### config.mk
export PLATFORM = sky130hd
export DESIGN_NAME = alu_decode_issue_flat
export DESIGN_NICKNAME = d
export VERILOG_FILES = /design/src/rtl/alu_decode_issue_if.sv /design/src/rtl/alu_decode_issue.sv /design/src/flat_wrapper.sv
export SDC_FILE = /design/constraint.sdc
export NUM_CORES = 2
export LEC_CHECK = 0
export CAP_MARGIN = 15
export CORE_UTILIZATION = 55
export CTS_BUF_LIST = sky130_fd_sc_hd__clkbuf_2 sky130_fd_sc_hd__clkbuf_4 sky130_fd_sc_hd__clkbuf_8
export CTS_CLUSTER_DIAMETER = 40
export DETAILED_ROUTE_END_ITERATION = 10
export GPL_ROUTABILITY_DRIVEN = 0
export PLACE_DENSITY = 0.81
export SLEW_MARGIN = 10
export SYNTH_ARGS = -nofsm -noshare
export SYNTH_HDL_FRONTEND = slang
export SYNTH_SLANG_ARGS = --single-unit
### constraint.sdc
create_clock -name clk -period 2.3 [get_ports clk]
set_input_delay 0.46 -clock clk [delete_from_list [all_inputs] [get_ports clk]]
set_output_delay 0.46 -clock clk [all_outputs]
set_load 0.005 [all_outputs]
### src/rtl/alu_decode_issue_if.sv
// Bundle of signals between alu_decode_issue and the stages around it.
//   instr_valid/instr/instr_ready         : upstream instruction handshake
//   wb_en/wb_addr/wb_data                  : register-file write-back port
//   issue_valid/issue_ready                : downstream issue handshake
//   rs1_data/rs2_data/rd_addr              : issued operands and destination
//   add_en .. and_en                       : one-hot operation select
//   illegal_instr                          : one-cycle pulse for a rejected instruction
// master = the surrounding pipeline, slave = alu_decode_issue.
interface alu_decode_issue_if #(
   parameter int unsigned XLEN = 32
);
   logic            instr_valid;
   logic [31:0]     instr;
   logic            instr_ready;
   logic            wb_en;
   logic [4:0]      wb_addr;
   logic [XLEN-1:0] wb_data;
   logic            issue_valid;
   logic            issue_ready;
   logic [XLEN-1:0] rs1_data;
   logic [XLEN-1:0] rs2_data;
   logic [4:0]      rd_addr;
   logic            add_en, sub_en, sll_en, slt_en, sltu_en;
   logic            xor_en, srl_en, sra_en, or_en, and_en;
   logic            illegal_instr;

   modport master (
      output instr_valid, instr, wb_en, wb_addr, wb_data, issue_ready,
      input  instr_ready, issue_valid, rs1_data, rs2_data, rd_addr,
             add_en, sub_en, sll_en, slt_en, sltu_en,
             xor_en, srl_en, sra_en, or_en, and_en, illegal_instr
   );

   modport slave (
      input  instr_valid, instr, wb_en, wb_addr, wb_data, issue_ready,
      output instr_ready, issue_valid, rs1_data, rs2_data, rd_addr,
             add_en, sub_en, sll_en, slt_en, sltu_en,
             xor_en, srl_en, sra_en, or_en, and_en, illegal_instr
   );
endinterface

### src/rtl/alu_decode_issue.sv
// RV32 R-type ALU decode and issue stage with an integrated register file.
// Ports:
//   clk  : clock, all state updates on the rising edge
//   rst  : synchronous active-high reset
//   bus  : alu_decode_issue_if.slave (instruction, write-back and issue signals)
// Accepts one instruction per cycle when the issue register is empty or being
// drained, decodes it into a one-hot operation select, reads operands (with
// write-back bypass) and presents them one cycle later. Illegal instructions
// are dropped and flagged with a one-cycle illegal_instr pulse.
module alu_decode_issue #(
   parameter int unsigned XLEN  = 32,
   parameter int unsigned NREGS = 32
) (
   input logic             clk,
   input logic             rst,
   alu_decode_issue_if.slave bus
);
   localparam logic [6:0] OpcOp = 7'b0110011;

   logic [XLEN-1:0] rf [NREGS];

   logic            issue_valid_q;
   logic [9:0]      op_q;
   logic [XLEN-1:0] rs1_q, rs2_q;
   logic [4:0]      rd_q;
   logic            illegal_q;

   logic            instr_ready;
   logic            accept;
   logic [9:0]      op_sel;
   logic            legal;
   logic [4:0]      rs1_idx, rs2_idx;
   logic [XLEN-1:0] rs1_rd, rs2_rd;
   logic            wb_hit;

   assign instr_ready = !issue_valid_q || bus.issue_ready;
   assign accept      = bus.instr_valid && instr_ready;
   assign rs1_idx     = bus.instr[19:15];
   assign rs2_idx     = bus.instr[24:20];
   assign wb_hit      = bus.wb_en && (bus.wb_addr != 5'd0);

   // Bit order: add, sub, sll, slt, sltu, xor, srl, sra, or, and.
   always_comb begin
      op_sel = '0;
      if (bus.instr[6:0] == OpcOp) begin
         unique case ({bus.instr[31:25], bus.instr[14:12]})
            10'b0000000_000: op_sel[0] = 1'b1;
            10'b0100000_000: op_sel[1] = 1'b1;
            10'b0000000_001: op_sel[2] = 1'b1;
            10'b0000000_010: op_sel[3] = 1'b1;
            10'b0000000_011: op_sel[4] = 1'b1;
            10'b0000000_100: op_sel[5] = 1'b1;
            10'b0000000_101: op_sel[6] = 1'b1;
            10'b0100000_101: op_sel[7] = 1'b1;
            10'b0000000_110: op_sel[8] = 1'b1;
            10'b0000000_111: op_sel[9] = 1'b1;
            default:         op_sel    = '0;
         endcase
      end
   end

   assign legal = |op_sel;

   // Operand read with same-cycle write-back bypass; x0 is hardwired to zero.
   always_comb begin
      rs1_rd = '0;
      rs2_rd = '0;
      if (rs1_idx != 5'd0) begin
         rs1_rd = (wb_hit && bus.wb_addr == rs1_idx) ? bus.wb_data : rf[rs1_idx];
      end
      if (rs2_idx != 5'd0) begin
         rs2_rd = (wb_hit && bus.wb_addr == rs2_idx) ? bus.wb_data : rf[rs2_idx];
      end
   end

   always_ff @(posedge clk) begin
      if (rst) begin
         for (int i = 0; i < int'(NREGS); i++) begin
            rf[i] <= '0;
         end
         issue_valid_q <= 1'b0;
         op_q          <= '0;
         rs1_q         <= '0;
         rs2_q         <= '0;
         rd_q          <= '0;
         illegal_q     <= 1'b0;
      end else begin
         if (wb_hit) begin
            rf[bus.wb_addr] <= bus.wb_data;
         end
         illegal_q <= accept && !legal;
         if (accept && legal) begin
            issue_valid_q <= 1'b1;
            op_q          <= op_sel;
            rs1_q         <= rs1_rd;
            rs2_q         <= rs2_rd;
            rd_q          <= bus.instr[11:7];
         end else if (bus.issue_ready) begin
            // Drained with nothing new: clear the select so no *_en lingers.
            issue_valid_q <= 1'b0;
            op_q          <= '0;
         end
      end
   end

   assign bus.instr_ready   = instr_ready;
   assign bus.issue_valid   = issue_valid_q;
   assign bus.rs1_data      = rs1_q;
   assign bus.rs2_data      = rs2_q;
   assign bus.rd_addr       = rd_q;
   assign bus.illegal_instr = illegal_q;
   assign bus.add_en        = op_q[0];
   assign bus.sub_en        = op_q[1];
   assign bus.sll_en        = op_q[2];
   assign bus.slt_en        = op_q[3];
   assign bus.sltu_en       = op_q[4];
   assign bus.xor_en        = op_q[5];
   assign bus.srl_en        = op_q[6];
   assign bus.sra_en        = op_q[7];
   assign bus.or_en         = op_q[8];
   assign bus.and_en        = op_q[9];
endmodule

### src/flat_wrapper.sv
// flat-port wrapper written by rule: the top's interface ports become plain ports
module alu_decode_issue_flat 
#(
   parameter int unsigned XLEN  = 32,
   parameter int unsigned NREGS = 32
)
  (clk, rst, bus_instr_valid, bus_instr, bus_wb_en, bus_wb_addr, bus_wb_data, bus_issue_ready, bus_instr_ready, bus_issue_valid, bus_rs1_data, bus_rs2_data, bus_rd_addr, bus_add_en, bus_sub_en, bus_sll_en, bus_slt_en, bus_sltu_en, bus_xor_en, bus_srl_en, bus_sra_en, bus_or_en, bus_and_en, bus_illegal_instr);
  alu_decode_issue_if #(.XLEN(XLEN)) bus_i ();
  input logic clk;
  input logic rst;
  input wire logic [$bits(bus_i.instr_valid)-1:0] bus_instr_valid;
  input wire logic [$bits(bus_i.instr)-1:0] bus_instr;
  input wire logic [$bits(bus_i.wb_en)-1:0] bus_wb_en;
  input wire logic [$bits(bus_i.wb_addr)-1:0] bus_wb_addr;
  input wire logic [$bits(bus_i.wb_data)-1:0] bus_wb_data;
  input wire logic [$bits(bus_i.issue_ready)-1:0] bus_issue_ready;
  output wire logic [$bits(bus_i.instr_ready)-1:0] bus_instr_ready;
  output wire logic [$bits(bus_i.issue_valid)-1:0] bus_issue_valid;
  output wire logic [$bits(bus_i.rs1_data)-1:0] bus_rs1_data;
  output wire logic [$bits(bus_i.rs2_data)-1:0] bus_rs2_data;
  output wire logic [$bits(bus_i.rd_addr)-1:0] bus_rd_addr;
  output wire logic [$bits(bus_i.add_en)-1:0] bus_add_en;
  output wire logic [$bits(bus_i.sub_en)-1:0] bus_sub_en;
  output wire logic [$bits(bus_i.sll_en)-1:0] bus_sll_en;
  output wire logic [$bits(bus_i.slt_en)-1:0] bus_slt_en;
  output wire logic [$bits(bus_i.sltu_en)-1:0] bus_sltu_en;
  output wire logic [$bits(bus_i.xor_en)-1:0] bus_xor_en;
  output wire logic [$bits(bus_i.srl_en)-1:0] bus_srl_en;
  output wire logic [$bits(bus_i.sra_en)-1:0] bus_sra_en;
  output wire logic [$bits(bus_i.or_en)-1:0] bus_or_en;
  output wire logic [$bits(bus_i.and_en)-1:0] bus_and_en;
  output wire logic [$bits(bus_i.illegal_instr)-1:0] bus_illegal_instr;
  assign bus_i.instr_valid = bus_instr_valid;
  assign bus_i.instr = bus_instr;
  assign bus_i.wb_en = bus_wb_en;
  assign bus_i.wb_addr = bus_wb_addr;
  assign bus_i.wb_data = bus_wb_data;
  assign bus_i.issue_ready = bus_issue_ready;
  assign bus_instr_ready = bus_i.instr_ready;
  assign bus_issue_valid = bus_i.issue_valid;
  assign bus_rs1_data = bus_i.rs1_data;
  assign bus_rs2_data = bus_i.rs2_data;
  assign bus_rd_addr = bus_i.rd_addr;
  assign bus_add_en = bus_i.add_en;
  assign bus_sub_en = bus_i.sub_en;
  assign bus_sll_en = bus_i.sll_en;
  assign bus_slt_en = bus_i.slt_en;
  assign bus_sltu_en = bus_i.sltu_en;
  assign bus_xor_en = bus_i.xor_en;
  assign bus_srl_en = bus_i.srl_en;
  assign bus_sra_en = bus_i.sra_en;
  assign bus_or_en = bus_i.or_en;
  assign bus_and_en = bus_i.and_en;
  assign bus_illegal_instr = bus_i.illegal_instr;
  alu_decode_issue #(.XLEN(XLEN), .NREGS(NREGS)) u_core (.clk(clk), .rst(rst), .bus(bus_i));
endmodule
**Word level (Yosys, flattened, before mapping)**

Memories as Yosys holds them, arrays and structs flattened.
Cells that the tools add are included.

- Eq/ne operators: 12
- Mux-type cells: 27
- Reductions and logical operators: 16

Operator list:

| operator | number |
|---|---|
| 2-to-1 mux 32 bit | 5 |
| == test 10 x 3 -> 1 bit (second input constant) | 4 |
| OR reduction 32 bit | 1 |
| 2-to-1 mux 10 bit | 3 |
| == test 10 x 2 -> 1 bit (second input constant) | 2 |
| == test 10 x 9 -> 1 bit (second input constant) | 2 |
| 2-to-1 mux 1 bit | 18 |
| nonzero test 5 bit | 3 |
| == test 10 x 1 -> 1 bit (second input constant) | 1 |
| == test 5 bit | 2 |
| logical NOT 10 bit | 1 |
| OR reduction 10 bit | 1 |
| == test 7 x 6 -> 1 bit (second input constant) | 1 |
| logical AND 1 bit | 6 |
| 2-to-1 mux 5 bit | 1 |
| logical NOT 1 bit | 2 |
| nonzero test 2 bit | 1 |
| logical OR 1 bit | 1 |

- Register bits: 81
- RAM bits: 1024
- Bits of input ports: 74
- Output and inout bits: 82
- Word-level logic and storage cells: 62
- Memories kept: 1

Memories:

| memory | words | width | read ports | clocked after Yosys merged registers in | wr ports | RTL line | text |
|---|---|---|---|---|---|---|---|
| u_core.rf | 32 | 32 | 2 | 0 | 32 | alu_decode_issue.sv:20 | `logic [XLEN-1:0] rf [NREGS];` |

**Logic depth before layout (Yosys ltp)**

- Word-level depth: 7
- Mapped depth: 10
- Gate-level depth less buffers: 6

**Worst setup path before layout**

OpenSTA, ideal clock, no wires.

- Path kind: input-to-reg
- From: input bus_wb_addr[2]
- To: memory u_core.rf[12][0] (enable)
- Setup time: 0.330 ns
- Arrival: 1.921 ns
- Required time: 1.970 ns
- Path slack: 0.049 ns
- Cell stages on the path: 6
- Path buffers: 2
- Cells stage by stage: buf_4 -> or3_4 -> nand4bb_1 -> clkbuf_1 -> nor2_1 -> or2_2

RTL lines:

| what | RTL line | text |
|---|---|---|
| from (decl) | flat_wrapper.sv:14 | `input wire logic [$bits(bus_i.wb_addr)-1:0] bus_wb_addr;` |
| to (decl) | alu_decode_issue.sv:20 |  |

**Worst setup path after layout**

- From: register u_core.rs2_q[12], in the netlist u_core.bus.rs2_data[12]
- To: output bus_rs2_data[12]

RTL lines:

| what | RTL line | text |
|---|---|---|
| from (decl) | alu_decode_issue.sv:24 | `logic [XLEN-1:0] rs1_q, rs2_q;` |
| from (signal assigned) | alu_decode_issue.sv:96 | `rs2_q <= rs2_rd;` |
| to (decl) | flat_wrapper.sv:20 | `output wire logic [$bits(bus_i.rs2_data)-1:0] bus_rs2_data;` |

No word-level cell between the ends.

==> results.md <==
- Layout cells sized above 1: 24.54%
- Wire length per cell: 29.37 um
- Fin util: 65.69%
- CTS buffer count: 179
- Skew final: 0.03720 ns
- Pre-CTS setup slack: -0.5938 ns
- Hpwl dp: 121600 um
- Static leakage: 25.17 nW
- Status: complete, no violations
- Crit-path cells: clkdlybuf4s50_1
- Starting density of the core: 55.64%
- Die area: 0.1064 sq mm
- # nets final: 4668
- Slowest CP cell: clkdlybuf4s50_1
- Synth unique cells: 53
- Crit share post-route: 99.05%
- Number of enable flip-flop cells after synthesis: 1024
- Routed WL: 179800 um
- Number of global-route vias before repair: 40480
- Highest-count cells in the layout ignoring fill and taps: edfxtp_1 (1024), and2_1 (993), mux2i_1 (512)
- Final Critical Period: 2.278 ns
- Fill count: 6974
- Max-slew headroom: 23.72%
- Root Buffer: clkbuf_8
- Design Area, Final: 0.06828 sq mm
- Post-Layout Cell Count: 6124
- Worst Path Arrival: 1.82 ns
- Placed insts: 5793
- Total track usage: 33.54%
- Maximum fanout along the worst path: 2
- DRC: 0
- WP data required: 1.84 ns
- Crit end category: primary output
- Synthesized instance count: 4204
- Async set-or-reset flop fraction in the synthesized netlist: 0%
- Syn avg cell area: 13.76 sq um
- Hold-fix buffers, CTS: 0
- Transition time of the tightest slew-check pin: 1.143 ns
- CP Launch Type: flip-flop
- PD cells: 687.7 mW/mm^2
- Top Ports: 156
- Achievable Freq: 0.4389 GHz
- FF+latch count, synth: 1105
- Worst-Skew Late Latency: 0.87 ns
- TritonCTS Sinks: 1105
- Max Cap Viol: 0
- Synth warnings: 0
- H-Tree Level Count: 4
- Unrepaired setup endpoints after global routing: no
- Placeable Area: 0.1039 sq mm
- VDD IR max: 0.6013 mV
- Final WS setup: 0.02179 ns
- R2r setup slk: 0.13 ns
- ANT nets after route: 0
- Initial antenna violation count: 7
- Crit path buf inv count: 1
- Area Growth Syn to Fin: 18.07%
- Commonest non-fill, non-tap cell in the layout: edfxtp_1
- First-pass DRT Iterations: 9
- DR vias: 41050
- Largest stage delay, worst path: 0.55 ns
- Chip width: 326.3 um
- Via-to-Cell Ratio: 6.703
- Ys flop type: edfxtp_1
- Synthesized area: 0.05783 sq mm
- Final hold vios: 0
- Crit path max-delay family: buffers and inverters
- Largest net degree at the start of global routing: 53
- Die height: 326.3 um
- Seq/Total Area, Yosys: 55.98%
- Row count: 118
- CTS tree: done
- First-pass GRT wire length: 262500 um
- Area of placed instances: 0.06445 sq mm
- DRT iter0 DRCs: 6518
- Clk buf depth: 3
- PortBufs: 155
- Total grt overflow: 0
- Slew Limit Fails: 0
- Critical path class: reg2out
- Final setup viols: 0
- Clk slew on worst S/H paths: 0.06 ns
- Min-Delay Path Class: in2reg
[final cells by class]
class / instances / area (sq um) / area share (%)
Sequential cell: 1105 / 32440 / 47.51
Antenna cell: 1 / 2.502 / 0.003665
Clock buffer: 244 / 3114 / 4.561
Tap cell: 1380 / 1727 / 2.529
Clock inverter: 86 / 641.9 / 0.9400
Multi-Input combinational cell: 2675 / 23600 / 34.57
Timing Repair Buffer: 632 / 6751 / 9.887
Inverter: 1 / 3.754 / 0.005497
[state kept, by name, summed over array words and instances, names as in the netlist]
signal and flops:
u_core.rf 1024, u_core.bus.rs1_data 32, u_core.bus.rs2_data 32, u_core.op_q 10, u_core.bus.rd_addr 5, u_core.bus.illegal_instr 1
u_core.bus.issue_valid 1
[Yosys cell counts, drive strengths merged, types with 3 or more instances]
cell type	count	area share [%]
nor3b	3	0.039
xor2	7	0.11
nor2	57	0.39
and2	996	11
or2	31	0.34
a41oi	62	0.94
buf	157	1.8
a221o	62	1.1
dfxtp	81	2.8
nor3	7	0.080
nor4	4	0.043
edfxtp	1024	53
mux4	256	10
nand3	137	1.2
nand2	26	0.17
mux2i	512	8.9
a32oi	93	1.4
nand3b	10	0.13
nand4	8	0.11
a21oi	40	0.35
clkbuf	297	1.9
nor2b	12	0.13
a22oi	252	3.3
a31oi	9	0.097
and3	35	0.38
xnor2	4	0.061
[final timing paths]
path / startpoint / to / cells after the start
setup / recovery: u_core.bus.rs2_data[12] / bus_rs2_data[12] / 1
hold / removal: bus_instr[10] / u_core.bus.rd_addr[3] / 3
setup reg to reg: u_core.rf[11][30] / u_core.bus.rs1_data[30] / 7
hold reg to reg: u_core.bus.rd_addr[3] / u_core.bus.rd_addr[3] / 2
[where the power goes]
group          leakage, nW  internal [mW]  switching, mW  total (mW)
Combinational         12.8           2.42           3.15        5.57
Sequential            10.4           23.0          0.563        23.5
Clock                 1.97           9.73           8.14        17.9
[cells by family (layout without fill, tap and decap cells)]
group	count (synthesis)	after routing	share of synthesized area [%]
flops	1105	1105	55.98
compound gates	526	526	7.252
mux	768	768	18.83
xor+xnor	11	11	0.1666
simple gates	1338	1338	14.04
other cells	1	33	0.006484
buf+inv	455	963	3.730
[metrics by stage]
step | hold slack, ns | total power, mW | TNS (ns)
2_1_floorplan | 0.4483 | 26.77 | 0
3_3_place_gp | 0.4436 | 29.10 | -509.96
3_5_place_dp | 0.4470 | 29.30 | -573.98
4_1_cts | 0.1056 | 46.79 | 0
5_1_grt | 0.1542 | 48.06 | 0
6_report | 0.1562 | 46.96 | 0
[what timing repair did]
action / CTS / global route
setup buffers: 0 / 0
gates resized for setup: 39 / 9
pin swaps: 0 / 0
setup endpoints to repair: 36 / 9
[per-layer routing]
| metal | wire length, um | global-route usage, % | up-vias | part of all wire (%) |
|---|---|---|---|---|
| met5 | 46 | 0 | - | 0.026 |
| met4 | 8634 | 15.62 | 6 | 4.8 |
| met3 | 25570 | 10.24 | 562 | 14 |
| met2 | 82930 | 52.04 | 3254 | 46 |
| met1 | 62670 | 43.34 | 20280 | 35 |
| li1 | - | - | 16950 | - |
Power figures use the tool's default switching activity.
